**src/rtl/data_axi_lite_bridge_pkg.sv**
```systemverilog
// Shared definitions for the core-to-AXI-lite data bridge: FSM state encoding
// and AXI-lite response codes.
package data_axi_lite_bridge_pkg;

  typedef enum logic [2:0] {
    ST_IDLE    = 3'd0,
    ST_RD_AR   = 3'd1,
    ST_RD_R    = 3'd2,
    ST_WR_AW_W = 3'd3,
    ST_WR_B    = 3'd4,
    ST_DONE    = 3'd5
  } state_t;

  localparam logic [1:0] RESP_OKAY   = 2'b00;
  localparam logic [1:0] RESP_EXOKAY = 2'b01;
  localparam logic [1:0] RESP_SLVERR = 2'b10;
  localparam logic [1:0] RESP_DECERR = 2'b11;

endpackage

```
**src/rtl/data_axi_lite_bridge.sv**
```systemverilog
// Bridges a single-outstanding core data port (req/addr_ok/data_ok) onto an
// AXI-lite master; one transaction in flight, responses ignored.
module data_axi_lite_bridge
  import data_axi_lite_bridge_pkg::*;
#(
  parameter int ADDR_W = 32
) (
  input  logic              clk,
  input  logic              rst,
  input  logic              req,
  input  logic              wr,
  input  logic [3:0]        wstrb,
  input  logic [ADDR_W-1:0] addr,
  input  logic [31:0]       wdata,
  output logic              addr_ok,
  output logic              data_ok,
  output logic [31:0]       rdata,
  output logic [ADDR_W-1:0] awaddr,
  output logic              awvalid,
  input  logic              awready,
  output logic [31:0]       m_wdata,
  output logic [3:0]        m_wstrb,
  output logic              wvalid,
  input  logic              wready,
  input  logic              bvalid,
  output logic              bready,
  output logic [ADDR_W-1:0] araddr,
  output logic              arvalid,
  input  logic              arready,
  input  logic [31:0]       m_rdata,
  input  logic              rvalid,
  output logic              rready
);

  state_t            state_r;
  state_t            state_s;
  logic [ADDR_W-1:0] addr_r;
  logic [31:0]       wdata_r;
  logic [3:0]        wstrb_r;
  logic [31:0]       rdata_r;
  logic              aw_pend_r;
  logic              w_pend_r;
  logic              aw_done_s;
  logic              w_done_s;

  // Gated by rst so a request held through reset is not seen as accepted.
  assign addr_ok = req & ~rst & (state_r == ST_IDLE);
  assign data_ok = (state_r == ST_DONE);
  assign rdata   = rdata_r;
  assign awaddr  = addr_r;
  assign araddr  = addr_r;
  assign m_wdata = wdata_r;
  assign m_wstrb = wstrb_r;
  assign awvalid = aw_pend_r;
  assign wvalid  = w_pend_r;
  assign arvalid = (state_r == ST_RD_AR);
  assign rready  = (state_r == ST_RD_R);
  assign bready  = (state_r == ST_WR_B);

  // Next-state logic; a write channel counts as done if already handshaken or handshaking now.
  always_comb begin
    state_s   = state_r;
    aw_done_s = ~aw_pend_r | awready;
    w_done_s  = ~w_pend_r | wready;
    case (state_r)
      ST_IDLE: begin
        if (addr_ok) begin
          state_s = wr ? ST_WR_AW_W : ST_RD_AR;
        end else begin
          state_s = ST_IDLE;
        end
      end
      ST_RD_AR: begin
        if (arready) state_s = ST_RD_R;
        else         state_s = ST_RD_AR;
      end
      ST_RD_R: begin
        if (rvalid) state_s = ST_DONE;
        else        state_s = ST_RD_R;
      end
      ST_WR_AW_W: begin
        if (aw_done_s && w_done_s) state_s = ST_WR_B;
        else                       state_s = ST_WR_AW_W;
      end
      ST_WR_B: begin
        if (bvalid) state_s = ST_DONE;
        else        state_s = ST_WR_B;
      end
      ST_DONE: state_s = ST_IDLE;
      default: state_s = ST_IDLE;
    endcase
  end

  // State register, request capture and independent AW/W valid tracking.
  always_ff @(posedge clk or posedge rst) begin
    if (rst) begin
      state_r   <= ST_IDLE;
      addr_r    <= {ADDR_W{1'b0}};
      wdata_r   <= 32'h0000_0000;
      wstrb_r   <= 4'h0;
      aw_pend_r <= 1'b0;
      w_pend_r  <= 1'b0;
    end else begin
      state_r <= state_s;
      if (addr_ok) begin
        addr_r    <= addr;
        wdata_r   <= wdata;
        wstrb_r   <= wstrb;
        aw_pend_r <= wr;
        w_pend_r  <= wr;
      end else begin
        if (aw_pend_r && awready) aw_pend_r <= 1'b0;
        if (w_pend_r && wready)   w_pend_r  <= 1'b0;
      end
    end
  end

  // Read data capture; holds between completions.
  always_ff @(posedge clk or posedge rst) begin
    if (rst) begin
      rdata_r <= 32'h0000_0000;
    end else if ((state_r == ST_RD_R) && rvalid) begin
      rdata_r <= m_rdata;
    end
  end

endmodule
```
**config.mk**
```make
export PLATFORM = sky130hd
export DESIGN_NAME = data_axi_lite_bridge
export DESIGN_NICKNAME = d
export VERILOG_FILES = /design/src/rtl/data_axi_lite_bridge_pkg.sv /design/src/rtl/data_axi_lite_bridge.sv
export SDC_FILE = /design/constraint.sdc
export NUM_CORES = 1
export LEC_CHECK = 0
export CORE_ASPECT_RATIO = 1.5
export CORE_UTILIZATION = 36
export CTS_BUF_LIST = sky130_fd_sc_hd__clkbuf_8
export DETAILED_ROUTE_END_ITERATION = 6
export GPL_ROUTABILITY_DRIVEN = 0
export PLACE_DENSITY = 0.78
export REMOVE_ABC_BUFFERS = 1
export SETUP_SLACK_MARGIN = 0.02
export SKIP_CTS_REPAIR_TIMING = 1
export SLEW_MARGIN = 25
export SYNTH_ARGS = -nofsm -noshare
export SYNTH_HDL_FRONTEND = slang
export SYNTH_SLANG_ARGS = --single-unit
export TNS_END_PERCENT = 5
```
**constraint.sdc**
```tcl
create_clock -name clk -period 3.8 [get_ports clk]
set_clock_uncertainty 0.2 [all_clocks]
set_input_delay 0.76 -clock clk [delete_from_list [all_inputs] [get_ports clk]]
set_output_delay 0.76 -clock clk [all_outputs]
set_load 0.1 [all_outputs]
```
==> impl_metrics.json <==
{
  "grt_first_pass_wirelength_mm": 17.1,
  "cp.arrival_ps": 1930,
  "clock-sinks": 105,
  "dieArea_sq_mm": 0.0131,
  "via_per_inst": 4.51,
  "track_usage": 0.171,
  "portBuffers": 247,
  "clk_pin_slew_ps": 110,
  "fmax_mhz": 346,
  "relSlewSlack": 0.328,
  "worstSetupPathType": "reg2out",
  "path_buf_inv": 1,
  "status": "finished clean",
  "cts_tree": "built",
  "rows": 50,
  "final_util": 0.574,
  "cp_data_required_time_ps": 2840,
  "die_h_microns": 140,
  "grt_pass1_vias": 3291,
  "drtIter0Drc": 27,
  "critPathMaxStageDelay_ps": 1170,
  "fin_nets": 605,
  "ys_dominant_reg_cell": "dfrtp_1",
  "dp_hpwl_mm": 8.39,
  "syn_to_final_growth_pct": 56.1,
  "routed_wl_mm": 11.1,
  "critPathLaunchType": "flop",
  "antenna_found_initial": 0,
  "drive_gt1_frac": 0.263,
  "worst_pin_slew_ps": 1010,
  "seq_area_frac_synth": 0.576,
  "path_delay_family": "buffers and inverters",
  "clk_latency_ps": 370,
  "hold_viol_final": 0,
  "worst_slack_ps": 909,
  "cts_buffer_depth": 2,
  "path_cells": "clkdlybuf4s50_1",
  "coreArea_sq_mm": 0.0124,
  "root_buffer": "clkbuf_8",
  "min_period_ps": 2890,
  "hp-class": "reg2reg",
  "drt_first_pass_iters": 6,
  "drtAntennaViolNets": 0,
  "regToRegSetupSlack_ps": 1690,
  "yosys_warnings": 0,
  "setup_tns_ps": 0,
  "synthesis.instances": 277,
  "layout_commonest_cell": "clkdlybuf4s50_1",
  "fp.dieW_microns": 93.9,
  "synthesis.area_sq_mm": 0.00456,
  "crit_path_max_fanout": 3,
  "drc": 0,
  "holdWs_ps": 312,
  "cts_buffers": 9,
  "maxSlewViolCount": 0,
  "grt_max_degree": 51,
  "wire_per_inst_microns": 16.9,
  "synth_cell_type_count": 26,
  "grt_setup_unrepaired": "false",
  "num_antenna_cells": 0,
  "crit_slowest_cell": "clkdlybuf4s50_1",
  "synthArstFlopShare": 1.00,
  "setup_violations": 0,
  "cts.htree.levels": 3,
  "io_pins": 248,
  "detailroute.via_count": 2960,
  "finalCritPeriodShare": 0.761,
  "cap_viol_max_count": 0,
  "ys_ff_latch": 105,
  "start_util": 0.368,
  "crit_path_end_kind": "output port",
  "syn_area_per_cell_sq_um": 16.5,
  "dp_slack_ps": 983,
  "most-common-layout-cells": "240 x clkdlybuf4s50_1, 105 x dfrtp_1, 67 x mux2_4",
  "synth_edf_count": 0,
  "overflow": 0
}
[cells by family (layout without fill, tap and decap cells)]
logic type,after synthesis,in the layout,share of synthesized area
AOI/OAI and AO/OA,9,9,0.0143
buffers and inverters,46,270,0.0818
DFF,105,105,0.576
muxes,100,100,0.302
and+or+nand+nor,17,17,0.0253
[metrics by stage]
stage	instance area (sq um)	cells
2_1_floorplan	4190	233
3_3_place_gp	6930	641
3_5_place_dp	6930	641
4_1_cts	7110	657
5_1_grt	7110	657
6_report	7110	657
[cells in the mapped netlist (2+ instances only)]
cell type  count  area share
nor2b_1        2      0.0027
mux2_2        33       0.082
mux2_4        67        0.22
and2_1         2      0.0027
inv_1          2      0.0016
nor2_1         4      0.0033
buf_6         10       0.025
buf_4         33       0.054
nand2b_1       2      0.0027
o21ai_0        2      0.0022
dfrtp_1      105        0.58
[area by class of cell]
type | instances | area, sq um
Fill cell | 998 | 5270
Sequential cell | 105 | 2630
Timing Repair Buffer | 252 | 2530
Multi-Input combinational cell | 126 | 1560
Tap cell | 156 | 195
Clock buffer | 10 | 138
Clock inverter | 6 | 50.0
Inverter | 2 | 10.0
[per-layer routing]
metal / wire length [microns] / global-route usage / vias up
met3: 907 / 0.0541 / 13
met5: 0 / 0 / -
li1: - / - / 1364
met2: 6070 / 0.315 / 147
met4: 171 / 0.0510 / 0
met1: 3940 / 0.183 / 1436
[worst paths after layout]
| check | to | startpoint | depth (start not counted) |
|---|---|---|---|
| max in group asynchronous | m_wdata[11] | rst | 3 |
| max | araddr[2] | araddr[2] | 1 |
| min in group asynchronous | m_wstrb[0] | rst | 2 |
| min | rdata[16] | rdata[16] | 1 |
| min reg2reg | rdata[16] | rdata[16] | 1 |
| max reg2reg | araddr[9] | state_r[0] | 4 |
[registers in the layout, summed over array words and instances (netlist names)]
register,flops
m_wstrb,4
m_wdata,32
rdata,32
araddr,32
state_r,3
awvalid,1
wvalid,1
Power is left out: the tool's default activity adds up to more than one toggle a clock period on the data nets, which glitch-free logic cannot reach.
